[src/rtl/alu_seq_core.sv]
// alu_seq_core -- parametrised sequential ALU with a multi-cycle shift-add
// multiplier, done/err handshake, abortable busy phase and optional flags.
//
// Optional feature macro: ALU_FLAGS_EN
//   defined   : flags = {C,Z,N,V}, registered together with out
//   undefined : flags tied to 4'b0000, no flag logic is built
//
// Ports:
//   clk        system clock, rising edge
//   rst        asynchronous active-high reset
//   on         enable; 0 freezes every register and the FSM
//   in_sel     [2]=persist [1]=load [0]=clear (clear > load > persist)
//   num1/num2  operand sources, captured on an accepted load
//   out_sel    one-hot op: [6]ADD [5]SUB [4]AND [3]OR [2]XOR [1]NOT(A) [0]MUL
//   final1/2   registered operands A and B
//   out        registered result
//   done       high while the FSM is in DONE
//   err        one-cycle pulse when LOADED sees a zero or multi-hot out_sel
//   flags      {C,Z,N,V} (see macro above)
//   currState  current FSM state (IDLE=00 LOADED=01 BUSY=10 DONE=11)
//   nextState  combinational next state
//
// Handshake: a load is accepted only in IDLE or DONE; the result is valid,
// and done is high, for as long as the FSM sits in DONE. A new load or a
// clear leaves DONE. Loads in LOADED or BUSY are dropped.

module alu_seq_core #(
  parameter int WIDTH = 8,
  parameter int CNT_W = $clog2(WIDTH + 1)
) (
  input  logic             clk,
  input  logic             rst,
  input  logic             on,
  input  logic [2:0]       in_sel,
  input  logic [WIDTH-1:0] num1,
  input  logic [WIDTH-1:0] num2,
  input  logic [6:0]       out_sel,
  output logic [WIDTH-1:0] final1,
  output logic [WIDTH-1:0] final2,
  output logic [WIDTH-1:0] out,
  output logic             done,
  output logic             err,
  output logic [3:0]       flags,
  output logic [1:0]       currState,
  output logic [1:0]       nextState
);

  // With flags the accumulator keeps the full double-width product so the
  // carry flag can see the discarded high half.
`ifdef ALU_FLAGS_EN
  localparam int ACC_W = 2 * WIDTH;
`else
  localparam int ACC_W = WIDTH;
`endif

  typedef enum logic [1:0] {
    IDLE   = 2'b00,
    LOADED = 2'b01,
    BUSY   = 2'b10,
    DONE   = 2'b11
  } state_t;

  typedef enum logic [1:0] {
    CMD_PERSIST = 2'b00,
    CMD_LOAD    = 2'b01,
    CMD_CLEAR   = 2'b10
  } cmd_t;

  state_t           state;
  state_t           next_state;
  cmd_t             cmd;
  logic [CNT_W-1:0] cnt;
  logic [ACC_W-1:0] acc;
  logic [ACC_W-1:0] mcand;
  logic [ACC_W-1:0] acc_next;
  logic [WIDTH-1:0] mplier;
  logic [WIDTH-1:0] alu_res;
  logic             op_valid;
  logic             is_mul;
  logic             last_iter;
  logic             load_ok;

  // Priority decode; 000 and any pattern without clear/load is persist.
  always_comb begin
    casez (in_sel)
      3'b??1:  cmd = CMD_CLEAR;
      3'b?10:  cmd = CMD_LOAD;
      default: cmd = CMD_PERSIST;
    endcase
  end

  // x & (x-1) clears the lowest set bit, so zero means at most one bit set.
  assign op_valid  = (out_sel != 7'd0) && ((out_sel & (out_sel - 7'd1)) == 7'd0);
  assign is_mul    = (out_sel == 7'b0000001);
  assign last_iter = (cnt == CNT_W'(WIDTH - 1));
  assign load_ok   = (cmd == CMD_LOAD) && ((state == IDLE) || (state == DONE));
  assign acc_next  = mplier[0] ? (acc + mcand) : acc;

  // Single-cycle ops; only evaluated when out_sel is one-hot.
  always_comb begin
    alu_res = '0;
    if (out_sel[6])      alu_res = final1 + final2;
    else if (out_sel[5]) alu_res = final1 - final2;
    else if (out_sel[4]) alu_res = final1 & final2;
    else if (out_sel[3]) alu_res = final1 | final2;
    else if (out_sel[2]) alu_res = final1 ^ final2;
    else if (out_sel[1]) alu_res = ~final1;
  end

  always_comb begin
    next_state = state;
    if (on) begin
      if (cmd == CMD_CLEAR) begin
        next_state = IDLE;
      end else if (load_ok) begin
        next_state = LOADED;
      end else begin
        case (state)
          LOADED: begin
            if (!op_valid)   next_state = IDLE;
            else if (is_mul) next_state = BUSY;
            else             next_state = DONE;
          end
          BUSY:    if (last_iter) next_state = DONE;
          default: next_state = state;
        endcase
      end
    end
  end

  always_ff @(posedge clk or posedge rst) begin
    if (rst) begin
      state  <= IDLE;
      final1 <= '0;
      final2 <= '0;
      out    <= '0;
      err    <= 1'b0;
      cnt    <= '0;
      acc    <= '0;
      mcand  <= '0;
      mplier <= '0;
    end else if (!on) begin
      err <= 1'b0;
    end else begin
      err   <= 1'b0;
      state <= next_state;
      if (cmd == CMD_CLEAR) begin
        final1 <= '0;
        final2 <= '0;
        out    <= '0;
        cnt    <= '0;
        acc    <= '0;
        mcand  <= '0;
        mplier <= '0;
      end else if (load_ok) begin
        final1 <= num1;
        final2 <= num2;
      end else begin
        case (state)
          LOADED: begin
            if (!op_valid) begin
              err <= 1'b1;
            end else if (is_mul) begin
              cnt    <= '0;
              acc    <= '0;
              mcand  <= ACC_W'(final1);
              mplier <= final2;
            end else begin
              out <= alu_res;
            end
          end
          BUSY: begin
            // One multiplier bit per cycle, LSB first; out only changes
            // on the final iteration so no partial product is visible.
            acc    <= acc_next;
            mcand  <= mcand << 1;
            mplier <= mplier >> 1;
            cnt    <= cnt + CNT_W'(1);
            if (last_iter) out <= acc_next[WIDTH-1:0];
          end
          default: ;
        endcase
      end
    end
  end

`ifdef ALU_FLAGS_EN
  logic [3:0] alu_flags;
  logic [3:0] mul_flags;
  logic [3:0] flags_q;
  logic       c_bit;
  logic       v_bit;

  always_comb begin
    c_bit = 1'b0;
    v_bit = 1'b0;
    if (out_sel[6]) begin
      // MSB carry-out recovered from the operand and sum MSBs.
      c_bit = (final1[WIDTH-1] & final2[WIDTH-1]) |
              ((final1[WIDTH-1] | final2[WIDTH-1]) & ~alu_res[WIDTH-1]);
      v_bit = (final1[WIDTH-1] == final2[WIDTH-1]) &&
              (alu_res[WIDTH-1] != final1[WIDTH-1]);
    end else if (out_sel[5]) begin
      c_bit = (final1 < final2);
      v_bit = (final1[WIDTH-1] != final2[WIDTH-1]) &&
              (alu_res[WIDTH-1] != final1[WIDTH-1]);
    end
    alu_flags = {c_bit, (alu_res == '0), alu_res[WIDTH-1], v_bit};
  end

  assign mul_flags = {(|acc_next[ACC_W-1:WIDTH]), (acc_next[WIDTH-1:0] == '0),
                      acc_next[WIDTH-1], 1'b0};

  always_ff @(posedge clk or posedge rst) begin
    if (rst) begin
      flags_q <= 4'b0000;
    end else if (on) begin
      if (cmd == CMD_CLEAR)
        flags_q <= 4'b0000;
      else if (!load_ok && (state == LOADED) && op_valid && !is_mul)
        flags_q <= alu_flags;
      else if (!load_ok && (state == BUSY) && last_iter)
        flags_q <= mul_flags;
    end
  end

  assign flags = flags_q;
`else
  assign flags = 4'b0000;
`endif

  assign done      = (state == DONE);
  assign currState = state;
  assign nextState = next_state;

endmodule

[config.mk]
export PLATFORM = sky130hd
export DESIGN_NAME = alu_seq_core
export DESIGN_NICKNAME = d
export VERILOG_FILES = /design/src/rtl/alu_seq_core.sv
export SDC_FILE = /design/constraint.sdc
export NUM_CORES = 1
export LEC_CHECK = 0
export BUFFER_PORTS_ARGS = -buffer_cell sky130_fd_sc_hd__buf_2
export CORE_UTILIZATION = 55
export CTS_BUF_LIST = sky130_fd_sc_hd__clkbuf_16
export CTS_CLUSTER_SIZE = 40
export DETAILED_ROUTE_END_ITERATION = 10
export HOLD_SLACK_MARGIN = 0.08
export PLACE_DENSITY = 0.8
export SYNTH_ARGS = -nofsm -noshare
export SYNTH_HDL_FRONTEND = slang
export SYNTH_SLANG_ARGS = --single-unit
[constraint.sdc]
create_clock -name clk -period 3.84 [get_ports clk]
set_input_delay 0.768 -clock clk [delete_from_list [all_inputs] [get_ports clk]]
set_output_delay 0.768 -clock clk [all_outputs]
set_load 0.02 [all_outputs]
* Word-level counts from Yosys, hierarchy flattened
Index checks and enable logic that the tools add are counted.
Widths: inputs -> output; s select.
** Operators by class
- Add/sub/neg operators :: 5
- Bitwise operators :: 5
- Reductions and logical operators :: 11
- Muxes and demuxes :: 50
- Equality and inequality tests :: 13
** Operators with widths (count)
- $mux 8 :: 28
- $pmux 8 s2 :: 4
- $add 8x8->8 :: 2
- $mux 4 :: 4
- $ne 3x3->1 const B :: 4
- $mux 2 :: 5
- $and 8x8->8 :: 1
- $eq 2x2->1 const B :: 4
- $not 8->8 :: 1
- $or 8x8->8 :: 1
- $pmux 2 s2 :: 2
- $pmux 4 s2 :: 1
- $sub 8x8->8 :: 1
- $xor 8x8->8 :: 1
- $and 7x7->7 :: 1
- $eq 7x1->1 const B :: 1
- $logic_not 7->1 :: 1
- $reduce_bool 7->1 :: 1
- $sub 7x1->7 const B :: 1
- $mux 1 :: 6
- $reduce_and 6->1 :: 1
- $reduce_and 5->1 :: 1
- $add 4x1->4 const B :: 1
- $eq 2x1->1 const B :: 2
- 8 further kinds :: 9
** Word-level totals
- Output and inout bits :: 34
- Bits in registers :: 55

* Depth between registers and ports, before layout
Gate-level depths: netlist of the first run.
- Word-level depth :: 12
- Depth in mapped cells :: 11
- Gate-level depth less buffers :: 11

* Worst setup path after synthesis of the first run
OpenSTA, ideal clock, no wires.
- Kind :: input -> output
- From :: input port out_sel[5]
- To :: output port nextState[1]
- Cell stages on the path :: 6
- Path slack :: 0.322 ns
- Arrival :: 2.750 ns
- Cell sequence :: buf_6 -> or4_4 -> or4b_4 -> a31oi_4 -> a211oi_1 -> o32ai_1
** Between the ends
- Longest elaborated chain between the ends :: 9
- Elaborated cells between the ends (all ways) :: 10
- Classes of those cells :: add/sub (1); mux (5); bitwise (1); reduce/logical (3)
** RTL lines
- start: declaration :: line 37 : input logic [6:0] out_sel,
- $sub 7x1->7 :: line 93 : assign op_valid = (out_sel != 7'd0) && ((out_sel & (out_sel - 7'd1)) == 7'd0);
- $and 7x7->7 :: line 93
- $logic_not 7->1 :: line 93
- $logic_and 1x1->1 * :: line 93
- $mux 2 * :: line 120 : if (!op_valid) next_state = IDLE;
- $pmux 2 s2 * :: line 118 : case (state)
- $mux 2 * :: line 115 : end else if (load_ok) begin
- $mux 2 * :: line 113 : if (cmd == CMD_CLEAR) begin
- $mux 2 * :: line 112 : if (on) begin
- end: declaration :: line 45 : output logic [1:0] nextState
Mark *: on every way between the ends. The rest lies on a longest branch, timed or not.

* Final worst setup path of the first run
- From :: input port out_sel[1]
- To :: output port nextState[0]
** Between the ends
- Longest elaborated chain between the ends :: 9
- Elaborated cells between the ends (all ways) :: 12
- Classes of those cells :: add/sub (1); eq/ne (1); mux (6); bitwise (1); reduce/logical (3)
** RTL lines (line)
- $sub 7x1->7 :: 93
- $and 7x7->7 :: 93
- $logic_not 7->1 :: 93
- $logic_and 1x1->1 :: 93
- $mux 2 * :: 120
- $pmux 2 s2 * :: 118
- $mux 2 * :: 115
- $mux 2 * :: 113
- $mux 2 * :: 112
Marks and branches as above.

==> results of run 1 <==
[synthesized netlist by cell type, drive strengths merged (6+ instances only)]
cell     n
dfrtp   55
nand2   49
a21oi   36
ha      35
o21ai   33
inv     30
clkbuf  24
nor2    22
a22o    19
o31ai   19
mux2i   17
buf      9
mux2     8
xnor2    8
a211oi   7
nand3    7
nand2b   6
nor3     6
[final cells by class]
cell class                 count  area [µm²]
timing repair buffer          63         330
clock inverter                 3        33.8
sequential                    55        1380
clock buffer                   5         125
tap                           99         124
inverter                      30         113
fill                         633        2650
multi-input combinational    345        2500
[worst register-to-register path, stage by stage (launching register included)]
cell and delay (ns):
dfrtp_1 0.48, ha_1 0.29, fa_1 0.44, a21o_1 0.18, a21oi_1 0.24, o41ai_1 0.14
a221o_1 0.37, a311oi_1 0.34, a211oi_1 0.10, mux2_2 0.29
[routing by layer]
layer	share of wire, %	GRT usage (%)
met5	0	0
met1	45	40.1
met3	5.1	4.01
met4	2.4	7.04
met2	47	47.4
[placed cells by master, fill, tap and decap left out, types with 4 or more instances in the layout]
| cell type | instances |
|---|---|
| buf_2 | 57 |
| dfrtp_1 | 55 |
| nand2_1 | 49 |
| a21oi_1 | 35 |
| ha_1 | 35 |
| inv_1 | 29 |
| o21ai_0 | 29 |
| nor2_1 | 21 |
| o31ai_1 | 19 |
| a22o_1 | 19 |
| mux2i_1 | 17 |
| mux2_2 | 8 |
| xnor2_1 | 8 |
| nand3_1 | 7 |
| a211oi_1 | 7 |
| nor3_1 | 6 |
| nand2b_1 | 6 |
| buf_4 | 6 |
| xor2_1 | 5 |
| a221oi_1 | 5 |
| a21o_1 | 5 |
| a22oi_1 | 5 |
| clkbuf_16 | 5 |
| conb_1 | 4 |
[worst paths after layout]
kind | start | endpoint | slack (ns)
max | out_sel[1] | nextState[0] | 0.24
min | mplier[2] | mplier[2] | 0.48
max reg2reg | final1[0] | out[6] | 0.87
min reg2reg | mplier[2] | mplier[2] | 0.48
max in group asynchronous | rst | out[7] | 2.48
min in group asynchronous | rst | acc[5] | 0.60
[sequential cells by signal, summed over array words and instances (netlist names)]
register   cells
final1         8
mcand          8
acc            8
err            1
cnt            4
mplier         8
currState      2
final2         8
out            8
[logic make-up after synthesis]
family / after synthesis / share of synthesized area [%]
and+or+nand+nor: 106 / 12.2
adders and majority gates: 38 / 12.1
other: 1 / 0.0912
AOI/OAI and AO/OA: 159 / 26.7
xor gates and xnor gates: 13 / 2.77
muxes: 25 / 6.33
DFF: 55 / 33.5
buffers and inverters: 63 / 6.33
[power breakdown]
| group | internal [mW] | switching (mW) | total, mW |
|---|---|---|---|
| clock network | 0.251 | 0.227 | 0.479 |
| registers | 0.688 | 0.146 | 0.834 |
| logic | 0.475 | 0.731 | 1.21 |
[per-stage QoR]
step / power (mW) / hold WS [ns]
after floorplan: 1.69 / 0.448
after global placement: 2.01 / 0.460
after detailed placement: 2.04 / 0.469
after CTS: 2.52 / 0.484
after global routing: 2.70 / 0.509
final: 2.52 / 0.481
==> flow_metrics.env, run 1 <==
export IMPL_status="completed"
export IMPL_final_core_util_pct=63.5
export IMPL_fin_nets=567
export IMPL_die_h_um=88.5
export IMPL_final_setup_tns_ns=0
export IMPL_die_area_um2=7830
export IMPL_cts_tree="built"
export IMPL_grt_overflow=0
export IMPL_synth_edf_count=0
export IMPL_initial_core_util_pct=56.7
export IMPL_vias=3727
export IMPL_wire_per_inst_um=17.6
export IMPL_core_um2=7250
export IMPL_yosys_most_used_dff="dfrtp_1"
export IMPL_vias_per_cell=6.21
export IMPL_cts_inserted_buffers=5
export IMPL_crit_path_start_kind="input port"
export IMPL_crit_slowest_cell="or4_4"
export IMPL_fin_area_um2=4600
export IMPL_std_cell_rows=31
export IMPL_grt_pass1_wl_um=17000
export IMPL_arrival_ns=2.83
export IMPL_drcViolationCount=0
export IMPL_synth_seq_area_share_pct=33.5
export IMPL_syn_to_final_growth_pct=12.0
export IMPL_pwr_density_cell_nw_per_um2=547
export IMPL_clock_root_buffer="clkbuf_16"
export IMPL_htreeDepth=2
export IMPL_setup_viol=0
export IMPL_slew_viol_final=0
export IMPL_dp_hpwl_um=7750
export IMPL_yosys_area_top_type="dfrtp_1"
export IMPL_portBuffers=57
export IMPL_drt_initial_drc_count=272
export IMPL_crit_required_ns=3.07
export IMPL_leakage_nw=2.12
export IMPL_die_w_um=88.5
export IMPL_hold_class="reg -> reg"
export IMPL_clock_sinks=55
export IMPL_drt_total_wl_um=10500
export IMPL_finalHoldViolCount=0
export IMPL_fin_skew_ns=0.00678
export IMPL_finalNonFillerCells=600
export IMPL_layout_drive_gt1_share_pct=17.8
export IMPL_period_needed_ns=3.60
export IMPL_diodes=0
export IMPL_path_cells="buf_2, or4_4, or4b_4, a31oi_4, nand3_1, a21o_1, a22oi_1, buf_2"
export IMPL_place_congestion=0.935
export IMPL_vdd_drop_max_uv=300
export IMPL_synth_area_top_cells="dfrtp_1, ha_1, nand2_1"
export IMPL_rr_worst_depth=9
export IMPL_cp_end_kind="output port"
export IMPL_cp_depth=8
export IMPL_antenna_left=0
export IMPL_syn_avg_cell_area_um2=8.94
export IMPL_ys_seq_elements=55
export IMPL_slew_limit_headroom_pct=24.6
export IMPL_synth_area_um2=4110
export IMPL_worst_pin_slew_ns=1.13
export IMPL_cts_clk_slew_worst_paths_ns=0.08
export IMPL_finalCritPeriodShare_pct=93.6
export IMPL_clk_latency_ns=0.30
export IMPL_pre_cts_ws_ns=0.260
export IMPL_drt_first_pass_iters=5
export IMPL_io_pins=63
export IMPL_rsz0062_at_grt="no"
export IMPL_place_inst=592
export IMPL_ys_async_sr_fraction_pct=100
export IMPL_cts_resized_gates=0
export IMPL_critPathBufInv=2
export IMPL_cp_top_family="simple AND/OR/NAND/NOR gates"
export IMPL_slowest_delay_ns=0.54
export IMPL_antenna_found_initial=0
export IMPL_cp_common_cell="buf_2"
export IMPL_max_freq_mhz=278
export IMPL_postCtsHoldBufs=0
export IMPL_cp_max_fo=6
export IMPL_grt_pass1_vias=3375
export IMPL_crit_type="in -> out"
export IMPL_post_cts_buffers=0
export IMPL_maxCapViolCount=0
export IMPL_cts_buffer_depth=2
export IMPL_yosysWarnings=0
export IMPL_placed_area_um2=4450
export IMPL_holdPathStages=2
export IMPL_ys_types=58
export IMPL_setup_ws_ns=0.245
export IMPL_synth_top_area_share_pct=33.5
export IMPL_grt_max_degree=38
export IMPL_synthesis_instances=460
export IMPL_grt_use_total_pct=28.8
Note: power is estimated with default switching activity, not from simulation.
==> run 2: changes to the inputs <==
--- a/config.mk
+++ b/config.mk
@@ -5,13 +5,14 @@
 export SDC_FILE = /design/constraint.sdc
 export NUM_CORES = 1
 export LEC_CHECK = 0
+export ABC_AREA = 1
 export BUFFER_PORTS_ARGS = -buffer_cell sky130_fd_sc_hd__buf_2
 export CORE_UTILIZATION = 55
 export CTS_BUF_LIST = sky130_fd_sc_hd__clkbuf_16
 export CTS_CLUSTER_SIZE = 40
 export DETAILED_ROUTE_END_ITERATION = 10
 export HOLD_SLACK_MARGIN = 0.08
-export PLACE_DENSITY = 0.8
+export PLACE_DENSITY = 0.79
 export SYNTH_ARGS = -nofsm -noshare
 export SYNTH_HDL_FRONTEND = slang
 export SYNTH_SLANG_ARGS = --single-unit
==> run 2 against run 1 <==
  * Clock power down 5.8%
  * Wire length is 4.3% higher
  * Maximum frequency grew 24%
  * Area after synthesis increased by 5.4%
  * Cell area increased by 3.2%
  * Power is 13% lower
  * Sequential power decreased by 3.2%
  * Cell count increased by 20%
  * Setup slack better by 0.69 ns
  * Via count is 8.7% higher
  * Critical path type unchanged
  * Highest routed layer unchanged
==> flow_metrics.env, run 2 <==
export IMPL_status="completed"
export IMPL_vias=4053
export IMPL_synth_edf_count=0
export IMPL_cts_clk_slew_worst_paths_ns=0.07
export IMPL_placed_area_um2=4610
export IMPL_std_cell_rows=32
export IMPL_layout_drive_gt1_share_pct=19.1
export IMPL_maxCapViolCount=0
export IMPL_r2r_end="mplier[6]"
export IMPL_cp_end_kind="output port"
export IMPL_netSwitchingPower_mw=0.941
export IMPL_postCtsHoldBufs=0
export IMPL_multiInputGateArea_um2=2540
export IMPL_diodes=0
export IMPL_p_int_mw=1.25
export IMPL_final_common_cell="nand2_1"
export IMPL_rsz0062_at_grt="no"
export IMPL_slew_limit_headroom_pct=33.0
export IMPL_r2r_setup_slack_ns=1.24
export IMPL_holdPathStages=2
export IMPL_portBuffers=57
export IMPL_timing_hold_ws_ns=0.475
export IMPL_grt_use_total_pct=28.3
export IMPL_grt_pass1_wl_um=18700
export IMPL_ys_async_sr_fraction_pct=100
export IMPL_io_pins=63
export IMPL_syn_to_final_growth_pct=9.55
export IMPL_fin_area_um2=4750
export IMPL_core_um2=7690
export IMPL_grt_max_degree=43
export IMPL_fin_nets=685
export IMPL_endpoint="nextState[1]"
export IMPL_fin_skew_ns=0.00634
export IMPL_cts_tree="built"
export IMPL_final_cell_mix="nand2_1, inv_1, buf_2, nand3_1, dfrtp_1"
export IMPL_drcViolationCount=0
export IMPL_drt_first_pass_iters=5
export IMPL_syn_avg_cell_area_um2=7.57
export IMPL_yosys_area_top_type="dfrtp_1"
export IMPL_final_core_util_pct=61.8
export IMPL_swShare_pct=42.9
export IMPL_die_w_um=90.8
export IMPL_htreeDepth=2
export IMPL_post_cts_buffers=0
export IMPL_die_area_um2=8240
export IMPL_rr_worst_depth=9
export IMPL_clk_latency_ns=0.29
export IMPL_yosysWarnings=0
export IMPL_cp_max_fo=13
export IMPL_final_fill_count=739
export IMPL_clock_sinks=55
export IMPL_synth_top_area_share_pct=31.7
export IMPL_finalCritPeriodShare_pct=75.6
export IMPL_p_total_mw=2.19
export IMPL_synth_area_top_cells="dfrtp_1, nand2_1, ha_1"
export IMPL_r2r_start="currState[0]"
export IMPL_arrival_ns=2.13
export IMPL_worst_pin_slew_ns=1.01
export IMPL_ys_seq_elements=55
export IMPL_critPathLaunch="out_sel[5]"
export IMPL_wire_per_inst_um=15.2
export IMPL_cts_buffer_depth=2
export IMPL_crit_type="in -> out"
export IMPL_vdd_drop_max_uv=273
export IMPL_initial_core_util_pct=56.4
export IMPL_pwr_density_cell_nw_per_um2=461
export IMPL_finalHoldViolCount=0
export IMPL_synthesis_instances=573
export IMPL_place_congestion=0.913
export IMPL_drt_initial_drc_count=277
export IMPL_regArea_um2=1380
export IMPL_seqPwrFrac_pct=36.8
export IMPL_combPwrFrac_pct=42.6
export IMPL_vias_per_cell=5.62
export IMPL_clkPwrFrac_pct=20.6
export IMPL_grt_pass1_vias=3827
export IMPL_slew_viol_final=0
export IMPL_drt_total_wl_um=11000
export IMPL_ys_types=40
export IMPL_crit_path_start_kind="input port"
export IMPL_dp_hpwl_um=8400
export IMPL_synth_seq_area_share_pct=31.7
export IMPL_antenna_left=0
export IMPL_die_h_um=90.8
export IMPL_netlist_top_cells_count="nand2_1, inv_1, nand3_1"
export IMPL_synth_area_um2=4340
export IMPL_grt_overflow=0
export IMPL_setup_viol=0
export IMPL_hold_class="reg -> reg"
export IMPL_leakage_nw=2.44
export IMPL_cts_inserted_buffers=5
export IMPL_cts_resized_gates=0
export IMPL_yosys_most_used_dff="dfrtp_1"
export IMPL_antenna_found_initial=0
export IMPL_yosysMostFrequentCell="nand2_1"
export IMPL_period_needed_ns=2.90
export IMPL_clock_root_buffer="clkbuf_16"
export IMPL_crit_required_ns=3.07
export IMPL_final_setup_tns_ns=0
export IMPL_max_freq_mhz=345
## run 2: changes by cell type after synthesis, sizes merged, moves of 8 or more
cell / change
nand2: +92
inv: +35
mux2: -8
buf: +11
clkbuf: -18
a21oi: -10
o21ai: +34
a22o: -19
o31ai: -19
nand3: +53
mux2i: -17
nand4: +9
a22oi: +12
## run 2: logic make-up (layout without fill, tap and decap cells)
kind of cell               Yosys count  after routing  synth area share (%)
adders and majority gates           38             38                  11.5
AOI/OAI and AO/OA                  132            132                  18.6
buffers and inverters               91            134                  9.99
xor gates and xnor gates             7              7                  1.59
and+or+nand+nor                    249            249                  26.5
DFF                                 55             55                  31.7
other                                1              4                0.0865
## run 2: per-layer routing
layer / wire length, µm / vias up / global-route usage, %
met5: 0 / - / 0
met4: 241 / 0 / 7.94
met3: 738 / 19 / 4.46
met2: 5030 / 156 / 45.6
met1: 4980 / 1880 / 39.4
li1: - / 1998 / -
## run 2: cell type report
| class | count | area share [%] |
|---|---|---|
| Clock buffer | 5 | 2.63 |
| Clock inverter | 3 | 0.342 |
| Inverter | 65 | 5.30 |
| Multi-Input combinational cell | 430 | 53.4 |
| Sequential cell | 55 | 29.0 |
| Tap cell | 102 | 2.69 |
| Timing Repair Buffer | 61 | 6.64 |
## run 2: power by group through the flow
| stage | clock network (mW) | logic [mW] | registers (mW) |
|---|---|---|---|
| after floorplan | 0 | 0.650 | 0.851 |
| after global placement | 0 | 0.901 | 0.812 |
| after detailed placement | 0 | 0.920 | 0.816 |
| after CTS | 0.453 | 0.926 | 0.807 |
| after global routing | 0.473 | 1.05 | 0.824 |
| final | 0.451 | 0.933 | 0.807 |
## run 2: worst min-delay path by stage
stage / end / startpoint / slack [ns]
final: out[3] / out[3] / 0.47
after global routing: out[3] / out[3] / 0.51
after CTS: out[3] / out[3] / 0.48
after detailed placement: out[3] / out[3] / 0.46
after global placement: out[3] / out[3] / 0.46
after floorplan: mplier[4] / mplier[4] / 0.46
## run 2: metrics by stage
step,worst slack [ns],std cells
after global routing,0.853,721
after detailed placement,0.967,713
after CTS,0.967,721
after global placement,0.953,713
after floorplan,1.25,576
final,0.938,721
## run 2: critical path, stage by stage
cell and delay, ns:
buf_2 0.26, inv_2 0.11, nand2_4 0.11, nor2_8 0.04, xnor2_2 0.17, nand2_2 0.10, o21ai_0 0.18, o211ai_1 0.12
o21ai_0 0.08, buf_2 0.18
